`src/rtl/mem_pkg.sv`:
```
// Shared encodings for the memory access controller: access sizes, FSM states, RAM geometry.
// Latency: none (declarations only).
// Backpressure: none (declarations only).
package mem_pkg;

    localparam int RAM_ADDR_W = 9;

    localparam logic [1:0] SZ_BYTE = 2'b00;
    localparam logic [1:0] SZ_HALF = 2'b01;
    localparam logic [1:0] SZ_WORD = 2'b10;
    localparam logic [1:0] SZ_ILL  = 2'b11;

    typedef enum logic [2:0] {
        ST_IDLE   = 3'd0,
        ST_RD     = 3'd1,
        ST_RMW_RD = 3'd2,
        ST_WR     = 3'd3,
        ST_DONE   = 3'd4
    } state_t;

    // True for an access the RAM path cannot serve: illegal size or misaligned offset.
    function automatic logic is_bad_access(input logic [1:0] size, input logic [1:0] off);
        logic bad;
        bad = 1'b0;
        case (size)
            SZ_BYTE: bad = 1'b0;
            SZ_HALF: bad = off[0];
            SZ_WORD: bad = (off != 2'b00);
            default: bad = 1'b1;
        endcase
        return bad;
    endfunction

endpackage

```
`src/rtl/mem_align.sv`:
```
// Big-endian lane logic: load extract + sign/zero extend, and store lane merge into a word.
// Latency: purely combinational.
// Backpressure: none.
//   word     : 32-bit word read from RAM
//   off      : byte offset within the word (addr[1:0])
//   size     : access size encoding
//   uns      : 1 = zero-extend loads, 0 = sign-extend
//   wdata    : right-justified store data (only a byte or half is ever merged)
//   load_val : aligned, extended load result
//   merged   : word with only the addressed lane replaced
module mem_align
    import mem_pkg::*;
(
    input  logic [31:0] word,
    input  logic [1:0]  off,
    input  logic [1:0]  size,
    input  logic        uns,
    input  logic [15:0] wdata,
    output logic [31:0] load_val,
    output logic [31:0] merged
);

    logic [7:0]  byte_lane;
    logic [15:0] half_lane;

    // Offset 0 is the most significant lane.
    always_comb begin
        byte_lane = word[7:0];
        case (off)
            2'd0: byte_lane = word[31:24];
            2'd1: byte_lane = word[23:16];
            2'd2: byte_lane = word[15:8];
            2'd3: byte_lane = word[7:0];
            default: byte_lane = word[7:0];
        endcase
        half_lane = off[1] ? word[15:0] : word[31:16];
    end

    always_comb begin
        load_val = word;
        case (size)
            SZ_BYTE: load_val = {{24{~uns & byte_lane[7]}}, byte_lane};
            SZ_HALF: load_val = {{16{~uns & half_lane[15]}}, half_lane};
            default: load_val = word;
        endcase
    end

    always_comb begin
        merged = word;
        case (size)
            SZ_BYTE: begin
                case (off)
                    2'd0: merged[31:24] = wdata[7:0];
                    2'd1: merged[23:16] = wdata[7:0];
                    2'd2: merged[15:8]  = wdata[7:0];
                    2'd3: merged[7:0]   = wdata[7:0];
                    default: merged = word;
                endcase
            end
            SZ_HALF: begin
                if (off[1]) merged[15:0]  = wdata;
                else        merged[31:16] = wdata;
            end
            default: merged = word;
        endcase
    end

endmodule

```
`src/rtl/mem_ctrl.sv`:
```
// Load/store controller for a word-only RAM: one request at a time, RMW for byte/half stores.
// Latency: load/word store done at T1, byte/half store at T2, rejected access at T0 (T0 = accept edge).
// Backpressure: busy high outside IDLE; req is ignored until the FSM returns to IDLE (no queueing).
//   clk, rst           : clock, async active-high reset
//   req/wr/size/uns    : request strobe and attributes, sampled in IDLE only
//   addr/wdata         : byte address and right-justified store data
//   busy/done/err      : status; err qualifies done
//   rdata              : last successful load result
//   ram_*              : RAM strobes, decoded from registered state
module mem_ctrl
    import mem_pkg::*;
#(
    parameter int ADDR_W = RAM_ADDR_W
) (
    input  logic              clk,
    input  logic              rst,
    input  logic              req,
    input  logic              wr,
    input  logic [1:0]        size,
    input  logic              uns,
    input  logic [31:0]       addr,
    input  logic [31:0]       wdata,
    output logic              busy,
    output logic              done,
    output logic              err,
    output logic [31:0]       rdata,
    output logic              ram_nce,
    output logic              ram_re,
    output logic              ram_we,
    output logic [ADDR_W-1:0] ram_addr,
    output logic [31:0]       ram_din,
    input  logic [31:0]       ram_dout
);

    state_t state_q, state_d;

    logic [1:0]  size_q;
    logic [1:0]  off_q;
    logic        uns_q;
    logic [15:0] wdata_q;
    logic        err_q;

    logic        accept;
    logic        bad;
    logic [31:0] load_val;
    logic [31:0] merged;

    // Upper address bits fall outside the RAM and are deliberately dropped.
    logic unused_addr_hi;
    assign unused_addr_hi = ^addr[31:ADDR_W+2];

    assign accept = (state_q == ST_IDLE) && req;
    assign bad    = is_bad_access(size, addr[1:0]);

    always_ff @(posedge clk or posedge rst) begin
        if (rst) state_q <= ST_IDLE;
        else     state_q <= state_d;
    end

    always_comb begin
        state_d = state_q;
        case (state_q)
            ST_IDLE: begin
                if (req) begin
                    if (bad)                 state_d = ST_DONE;
                    else if (!wr)            state_d = ST_RD;
                    else if (size == SZ_WORD) state_d = ST_WR;
                    else                     state_d = ST_RMW_RD;
                end
            end
            ST_RD:     state_d = ST_DONE;
            ST_RMW_RD: state_d = ST_WR;
            ST_WR:     state_d = ST_DONE;
            ST_DONE:   state_d = ST_IDLE;
            default:   state_d = ST_IDLE;
        endcase
    end

    // Request latch and datapath registers.
    always_ff @(posedge clk or posedge rst) begin
        if (rst) begin
            size_q   <= SZ_BYTE;
            off_q    <= 2'd0;
            uns_q    <= 1'b0;
            wdata_q  <= 16'd0;
            err_q    <= 1'b0;
            ram_addr <= '0;
            ram_din  <= 32'd0;
            rdata    <= 32'd0;
        end else begin
            if (accept) begin
                size_q   <= size;
                off_q    <= addr[1:0];
                uns_q    <= uns;
                wdata_q  <= wdata[15:0];
                err_q    <= bad;
                ram_addr <= addr[ADDR_W+1:2];
                // Word stores need no read; the data goes straight to the RAM.
                if (wr && (size == SZ_WORD) && !bad)
                    ram_din <= wdata;
            end
            if (state_q == ST_RMW_RD)
                ram_din <= merged;
            if (state_q == ST_RD)
                rdata <= load_val;
            if (state_q == ST_DONE)
                err_q <= 1'b0;
        end
    end

    mem_align u_align (
        .word     (ram_dout),
        .off      (off_q),
        .size     (size_q),
        .uns      (uns_q),
        .wdata    (wdata_q),
        .load_val (load_val),
        .merged   (merged)
    );

    // Strobes are pure decodes of the state register, so reset kills them immediately.
    assign busy    = (state_q != ST_IDLE);
    assign done    = (state_q == ST_DONE);
    assign err     = (state_q == ST_DONE) && err_q;
    assign ram_re  = (state_q == ST_RD) || (state_q == ST_RMW_RD);
    assign ram_we  = (state_q == ST_WR);
    assign ram_nce = !(ram_re || ram_we);

endmodule
```
`config.mk`:
```
export PLATFORM = sky130hd
export DESIGN_NAME = mem_ctrl
export DESIGN_NICKNAME = d
export VERILOG_FILES = /design/src/rtl/mem_pkg.sv /design/src/rtl/mem_align.sv /design/src/rtl/mem_ctrl.sv
export SDC_FILE = /design/constraint.sdc
export NUM_CORES = 1
export LEC_CHECK = 0
export CAP_MARGIN = 0
export CORE_MARGIN = 5
export CORE_UTILIZATION = 48
export CTS_CLUSTER_SIZE = 28
export DETAILED_ROUTE_END_ITERATION = 7
export PLACE_DENSITY = 0.81
export SYNTH_ARGS = -nofsm -noshare
export SYNTH_HDL_FRONTEND = slang
export SYNTH_HIERARCHICAL = 1
export SYNTH_SLANG_ARGS = --single-unit
```
`constraint.sdc`:
```
create_clock -name clk -period 3.7 [get_ports clk]
set_input_delay 0.74 -clock clk [delete_from_list [all_inputs] [get_ports clk]]
set_output_delay 0.74 -clock clk [all_outputs]
set_load 0.02 [all_outputs]
```
Word level (Yosys, flattened, before mapping)
Index checks and enable logic that the tools add are counted.
Word-level totals
  logic and storage cells: 63
  input port bits: 103
  flip-flop bits (word level): 98
  bits in latches: 0
  bits in read-only memories: 0
  memories: 0
  memory bits (writable): 0
  output and inout bits: 79
Cells by class
  shift operators: 0
  reduce and logical (&&, ||, !) cells: 19
  multiplexer cells: 21
  magnitude comparators: 0
  equal/unequal tests: 11
  multipliers: 0
  div/mod/pow operators: 0
  bitwise logic cells: 3
  add/sub/neg operators: 0
Operator list (count)
  32-bit one-hot mux with 2 select lines: 2
  32-bit two-way mux: 3
  16-bit two-way mux: 3
  8-bit two-way mux: 4
  8-bit one-hot mux with 4 select lines: 1
  3-bit one-hot mux with 3 select lines: 1
  2-bit nonzero test: 4
  2-bit by 1-bit equality test with 1-bit output (second input constant): 3
  2-bit equality test (second input constant): 3
  3-bit by 2-bit equality test with 1-bit output (second input constant): 2
  2-bit zero test: 3
  3-bit two-way mux: 2
  1-bit logical AND: 4
  3-bit by 1-bit equality test with 1-bit output (second input constant): 1
  3-bit equality test (second input constant): 1
  3-bit zero test: 1
  1-bit two-way mux: 3
  1-bit one-hot mux with 3 select lines: 1
  3-bit nonzero test: 1
  1-bit bitwise AND: 2
  1-bit zero test: 2
  1-bit logical OR: 2
  2-bit two-way mux: 1
  2-bit != test (second input constant): 1
  3 further kinds: 3

Logic depth before layout (Yosys ltp)
Gate-level depths: netlist (run 1).
  depth after elaboration: 7
  depth in mapped cells: 8
  mapped depth without buffers: 6

By module
Netlist (run 1), hierarchy kept.
Modules (own cells, without submodules)
  mem_ctrl: area each 4366.7 µm², instances 1, cells an instance 346, seq. area each 2452.4 µm²
  mem_align: area each 1687.9 µm², instances 1, cells an instance 250, seq. area each 0.0 µm²

Least setup slack after synthesis (run 1)
No wires, ideal clock.
  path kind: register to output
  from: register state_q[1]
  to: output port ram_re
  arrival: 1.234 ns
  path buffers: 2
  required time: 2.960 ns
  stages on the path, launching flop included: 5
  setup slack: 1.726 ns
  cells stage by stage: dfrtp_1 buf_6 nor3b_2 buf_4 or2_2
Between the ends
  longest elaborated chain between the ends: 2
  elaborated cells between the ends (all ways): 3
  those cells by class: 2 x eq/ne; 1 x reduce/logical
Ends and longest elaborated chain
  start, declared: line mem_ctrl.sv:35  | state_t state_q, state_d;
  start signal, assigned: line mem_ctrl.sv:57  | else state_q <= state_d;
  3-bit by 1-bit equality test with 1-bit output or 3-bit by 2-bit equality test with 1-bit output (tied branches): line mem_ctrl.sv:125  | assign ram_re = (state_q == ST_RD) || (state_q == ST_RMW_RD);
  1-bit logical OR (*): line mem_ctrl.sv:125
  end, declared: line mem_ctrl.sv:28  | output logic ram_re,
Every way passes the cells marked *; elsewhere a longest branch is shown, timed or not.

Worst setup path in the final report (run 1)
  from: register state_q[2]
  to: output port ram_re
The elaborated chain is that of the path after synthesis.

==> results of run 1 <==
-- cell usage in the layout (no fill, tap or decap), types with 4 or more instances in the layout --
cell | Yosys | final
inv_6 | 0 | 4
a221o_1 | 8 | 8
o22a_1 | 8 | 8
clkdlybuf4s50_1 | 0 | 160
a31oi_1 | 33 | 33
buf_4 | 7 | 7
mux4_2 | 7 | 7
o22ai_1 | 8 | 8
o311ai_0 | 8 | 8
nand2b_1 | 9 | 9
mux2_2 | 50 | 50
dfrtp_1 | 98 | 96
o21ai_1 | 27 | 27
a21boi_0 | 8 | 8
nor2_1 | 55 | 55
o21ai_0 | 19 | 19
a22o_1 | 16 | 16
clkbuf_16 | 0 | 9
nand2_1 | 56 | 55
a221oi_1 | 8 | 8
a22oi_1 | 8 | 8
mux2_4 | 29 | 29
inv_1 | 18 | 17
nand3_1 | 33 | 33
-- flip-flops by register name (all words and copies together) (netlist names) --
name and count:
uns_q 1, state_q 3, wdata_q 16, ram_addr 9, rdata 32, off_q 2, err_q 1, size_q 2
ram_din 32
-- logic make-up (layout without fill, tap and decap cells) --
family                 after synthesis  count (layout)  share of synthesized area
muxes                               88              88                      0.194
buffers and inverters               71             202                     0.0665
AOI/OAI and AO/OA                  161             161                      0.187
and+or+nand+nor                    178             178                      0.147
DFF                                 98              98                      0.405
-- power by group through the flow --
stage          registers, mW  logic (mW)  clock network [mW]
2_1_floorplan           2.40        2.54                   0
3_3_place_gp            2.23        4.01                   0
3_5_place_dp            2.26        4.09                   0
4_1_cts                 2.25        4.12               0.934
5_1_grt                 2.34        4.39               0.967
6_report                2.26        4.11               0.921
-- stage by stage --
stage	hold WS, ns	power (mW)	cell area (um2)	setup slack (ns)	cells
final	0.508	7.28	7910	0.796	899
after global routing	0.525	7.70	7910	0.762	899
after CTS	0.510	7.30	7910	0.798	899
after detailed placement	0.493	6.35	7620	0.708	883
after global placement	0.488	6.23	7620	0.758	883
after floorplan	0.483	4.94	6050	0.398	596
-- how the worst min path moves through the flow --
stage	cells past startpoint	from	endpoint	slack [ns]
after floorplan	1	size_q[1]$_DFFE_PP0P_	size_q[1]$_DFFE_PP0P_	0.48
after global placement	1	rdata[18]$_DFFE_PP0P_	rdata[18]$_DFFE_PP0P_	0.49
after detailed placement	1	ram_addr[0]$_DFFE_PP0P_	ram_addr[0]$_DFFE_PP0P_	0.49
after CTS	1	rdata[30]$_DFFE_PP0P_	rdata[30]$_DFFE_PP0P_	0.51
after global routing	1	rdata[19]$_DFFE_PP0P_	rdata[19]$_DFFE_PP0P_	0.53
final	1	rdata[27]$_DFFE_PP0P_	rdata[27]$_DFFE_PP0P_	0.51
-- layout make-up --
class	instances	area (um2)	share of cell area
clock inverters	6	47.5	0.00601
clock buffers	10	239	0.0302
inverters	18	70.1	0.00886
well taps	172	215	0.0272
flip-flops and latches	98	2450	0.310
multi-input cells	427	3210	0.406
repair buffers	168	1670	0.212
-- layer usage --
metal / vias up / global-route usage / routed length [um]
li1: 2437 / - / -
met1: 2652 / 0.332 / 7790
met2: 238 / 0.408 / 9020
met3: 20 / 0.0406 / 1200
met4: 0 / 0.0672 / 269
met5: - / 0 / 0
-- worst max-delay path: stages, from the launching register on --
cell             delay [ns]
dfrtp_1                0.61
nor2_1                 0.15
and2_1                 0.18
or2_2                  0.31
clkdlybuf4s50_1        0.57
==> impl_metrics.py, run 1 <==
metrics = {
    "cts": {
        "hold_buffers": 0,
        "cts_max_level": 3,
        "cts_sinks": 98,
        "insertion_delay_ns": 0.35,
        "cts_resized": 0,
        "clk_path_buf_depth": 2,
        "numCtsBuffers": 9,
        "root_buffer": "clkbuf_16",
        "clk_pin_slew_ns": 0.07,
        "cts_tree": "built",
        "post_cts_buffers": 0,
    },
    "outcome": {
        "status": "finished, final reports clean",
    },
    "routing": {
        "drc": 0,
        "drtAntennaViolNets": 0,
        "drt-pass1-iter-count": 5,
        "num_vias": 5347,
        "drt_first_iter_violations": 664,
        "routed_wl_um": 18300,
        "wl_per_cell_um": 20.3,
        "vias_per_cell": 5.95,
    },
    "global_routing": {
        "antenna_found_initial": 0,
        "grt_pass1_wl_um": 28800,
        "globalRoute.totalOverflow": 0,
        "grt_use_total": 0.245,
        "first_global_vias": 5249,
        "grt_max_degree": 65,
    },
    "power_and_ir_drop": {
        "p_leak_nw": 3.25,
        "switchingPower_mw": 3.08,
        "power_frac_seq": 0.310,
        "powerDensity_nw_per_um2": 921,
        "p_int_mw": 4.21,
        "combPwrFrac": 0.564,
        "peakVddDrop_v": 0.000409,
        "power_frac_clock": 0.126,
        "switching_share": 0.422,
    },
    "flow_run": {
        "drv_cap": 0,
    },
    "yosys": {
        "synthArstFlopShare": 1.00,
        "synth-main-ff-cell": "dfrtp_1",
        "yosysWarnings": 6,
        "synth_edf_count": 0,
        "synth_common_cells": "dfrtp_1, nand2_1, nor2_1, mux2_2",
        "synth_most_common_cell": "dfrtp_1",
        "netlist_instances": 596,
        "syn_nets": 699,
        "synth_top_area_share": 0.405,
        "avgSynthCellArea_um2": 10.2,
        "yosysSeqAreaShare": 0.405,
        "syn-cell-area_um2": 6050,
        "synthTopCellsByArea": "dfrtp_1, mux2_2, mux2_4, nand2_1, a31oi_1",
        "ys_seq_elements": 98,
        "synth_top_area_cell": "dfrtp_1",
        "ys_types": 55,
    },
    "timing": {
        "setup_viol": 0,
        "tightestPinTransition_ns": 1.10,
        "min_period_ns": 2.90,
        "rsz0062_at_grt": "false",
        "post-route-period-util": 0.785,
        "fmax_mhz": 344,
        "skew_ns": 0.0125,
        "tns_ns": 0,
        "maxSlewViolCount": 0,
        "hold_viol": 0,
        "slew_headroom": 0.267,
    },
    "setup_path": {
        "critical_path_class": "reg -> out",
        "critPathCaptureType": "output port",
        "cp_max_fo": 11,
        "worstPathRequired_ns": 2.96,
        "worst_r2r_path_depth": 5,
        "timing.critical_path.from": "state_q[2]$_DFFE_PP0P_",
        "critPathCapture": "ram_re",
        "r2r_start": "off_q[1]$_DFFE_PP0P_",
        "reg2reg_to": "ram_din[0]$_DFFE_PP0P_",
        "start_kind": "flop",
        "r2r_setup_slack_ns": 1.15,
        "cp.arrival_ns": 2.16,
    },
    "placement": {
        "place_congestion": 0.893,
        "io_buffer_count": 160,
        "dp_hpwl_um": 13000,
    },
    "floorplanning": {
        "die_w_um": 122,
        "die_area_um2": 15000,
        "row_count": 41,
        "ios": 182,
        "core_um2": 12500,
        "start_util": 0.484,
        "die_h_um": 122,
    },
    "final_layout": {
        "nets": 825,
        "fin_util": 0.632,
        "areaGrowthSynthToFinish_pct": 30.6,
        "drive_above_1_share": 0.187,
        "fill_cells": 1043,
        "diodes": 0,
    },
    "worst_hold_path": {
        "min_path_type": "reg -> reg",
    },
}
No activity file was read; power rests on OpenSTA's default activity.
==> inputs of run 2 (changes only) <==
--- a/config.mk
+++ b/config.mk
@@ -7,10 +7,10 @@
 export LEC_CHECK = 0
 export CAP_MARGIN = 0
 export CORE_MARGIN = 5
-export CORE_UTILIZATION = 48
+export CORE_UTILIZATION = 43
 export CTS_CLUSTER_SIZE = 28
 export DETAILED_ROUTE_END_ITERATION = 7
-export PLACE_DENSITY = 0.81
+export PLACE_DENSITY = 0.77
 export SYNTH_ARGS = -nofsm -noshare
 export SYNTH_HDL_FRONTEND = slang
 export SYNTH_HIERARCHICAL = 1
==> constraint.sdc (replaced) <==
create_clock -name clk -period 2.63 [get_ports clk]
set_input_delay 0.526 -clock clk [delete_from_list [all_inputs] [get_ports clk]]
set_output_delay 0.526 -clock clk [all_outputs]
set_load 0.02 [all_outputs]
==> impl_metrics.py, run 2 (synthesis results as in run 1) <==
metrics = {
    "outcome": {
        "status": "finished, final reports clean",
    },
    "cts": {
        "hold_buffers": 0,
        "insertion_delay_ns": 0.34,
        "clk_path_buf_depth": 2,
        "root_buffer": "clkbuf_16",
        "cts_sinks": 98,
        "cts_tree": "built",
        "numCtsBuffers": 9,
        "cts_max_level": 3,
        "clk_pin_slew_ns": 0.06,
    },
    "routing": {
        "vias_per_cell": 5.86,
        "drt_first_iter_violations": 539,
        "drt-pass1-iter-count": 5,
        "drc": 0,
        "wl_per_cell_um": 20.5,
        "num_vias": 5394,
        "routed_wl_um": 18800,
        "drtAntennaViolNets": 0,
    },
    "setup_path": {
        "cp_max_fo": 11,
        "crit_chain": "and2_1, or2_2, clkdlybuf4s50_1",
        "cp.arrival_ns": 1.97,
        "start_kind": "flop",
        "critPathSlowestCell": "clkdlybuf4s50_1",
        "critical_path_class": "reg -> out",
        "critPathCaptureType": "output port",
        "timing.critical_path.from": "state_q[1]$_DFFE_PP0P_",
        "worstPathRequired_ns": 2.10,
        "max_stage_delay_ns": 0.55,
        "r2r_start": "off_q[0]$_DFFE_PP0P_",
    },
    "timing": {
        "setup_viol": 0,
        "skew_ns": 0.00395,
        "maxSlewViolCount": 0,
        "hold_viol": 0,
        "slew_headroom": 0.257,
        "fmax_mhz": 400,
        "tightestPinTransition_ns": 1.11,
        "tns_ns": 0,
        "rsz0062_at_grt": "false",
        "post-route-period-util": 0.950,
        "min_period_ns": 2.50,
    },
    "final_layout": {
        "seq_area_um2": 2460,
        "mostFrequentLayoutCells": "clkdlybuf4s50_1, dfrtp_1, nor2_1, nand2_1, mux2_2",
        "mostFrequentLayoutCell": "clkdlybuf4s50_1",
        "fill_cells": 1139,
        "fin_util": 0.587,
        "areaGrowthSynthToFinish_pct": 34.1,
        "multi_input_area_um2": 3210,
        "drive_above_1_share": 0.203,
        "nets": 838,
        "diodes": 0,
        "reg.largest.list": "ram_din x32, rdata x32, wdata_q x16",
    },
    "floorplanning": {
        "die_area_um2": 16600,
        "core_um2": 13800,
        "row_count": 43,
        "start_util": 0.438,
        "die_w_um": 129,
        "die_h_um": 129,
        "ios": 182,
    },
    "power_and_ir_drop": {
        "switchingPower_mw": 4.35,
        "total_power_mw": 10.6,
        "switching_share": 0.409,
        "peakVddDrop_v": 0.000618,
        "p_int_mw": 6.27,
        "combPwrFrac": 0.572,
        "p_leak_nw": 3.35,
        "power_frac_seq": 0.289,
        "power_frac_clock": 0.139,
        "powerDensity_nw_per_um2": 1310,
    },
    "worst_hold_path": {
        "min_path_type": "reg -> reg",
        "holdCritStartpoint": "rdata[16]$_DFFE_PP0P_",
    },
    "global_routing": {
        "grt_use_total": 0.228,
        "antenna_found_initial": 0,
        "grt_max_degree": 99,
        "grt_pass1_wl_um": 29700,
        "first_global_vias": 5538,
        "globalRoute.totalOverflow": 0,
    },
    "flow_run": {
        "drv_cap": 0,
    },
    "placement": {
        "io_buffer_count": 160,
        "dp_hpwl_um": 13700,
        "place_congestion": 0.888,
    },
}
==> run 2: through the flow <==
stage               setup WS [ns]  hold WS [ns]  instances  instance area [um2]
finish                      0.131         0.505        920                 8120
global placement            0.279         0.489        904                 7780
floorplan                   0.839         0.483        596                 6060
global route               0.0475         0.529        920                 8120
detailed placement          0.251         0.495        904                 7780
CTS                        0.0297         0.510        920                 8120
==> run 2: what timing repair did <==
item,CTS,global route
endpoints found under the setup margin,0,1
buffers inserted,0,0
resized for setup,0,1
==> run 2: path summary, 6_finish.rpt <==
check,to,slack (ns),depth (start not counted)
setup / recovery,ram_re,0.13,3
setup reg to reg,ram_din[19]$_DFFE_PP0P_,0.28,5
max in group asynchronous,state_q[0]$_DFFE_PP0P_,1.54,3
hold / removal,rdata[16]$_DFFE_PP0P_,0.51,1
hold reg to reg,rdata[16]$_DFFE_PP0P_,0.51,1
min in group asynchronous,rdata[7]$_DFFE_PP0P_,0.69,3
==> run 2: routing by layer <==
| layer | track usage | part of all wire | vias to the layer above |
|---|---|---|---|
| li1 | - | - | 2462 |
| met1 | 0.316 | 0.44 | 2696 |
| met2 | 0.363 | 0.47 | 209 |
| met3 | 0.0432 | 0.067 | 27 |
| met4 | 0.0686 | 0.021 | 0 |
| met5 | 0 | 0 | - |
==> run 2: power by group through the flow <==
stage | clock [mW] | combinational [mW] | sequential [mW]
after global routing | 1.56 | 6.52 | 3.17
final | 1.48 | 6.07 | 3.07
after detailed placement | 0 | 6.06 | 3.07
after floorplan | 0 | 3.57 | 3.38
after CTS | 1.50 | 6.08 | 3.06
after global placement | 0 | 5.89 | 3.03
==> run 2: critical path: cells and delay by family (launching register included) <==
kind                   cells  cell delay (ns)
DFF                        1             0.53
buffers and inverters      1             0.55
and+or+nand+nor            2             0.55
==> run 2: final cells by class <==
type,count,share of cell area
Timing Repair Buffer,181,0.224
Tap cell,180,0.0277
Sequential cell,98,0.302
Clock inverter,4,0.00894
Multi-Input combinational cell,427,0.395
Inverter,18,0.00878
Clock buffer,12,0.0328
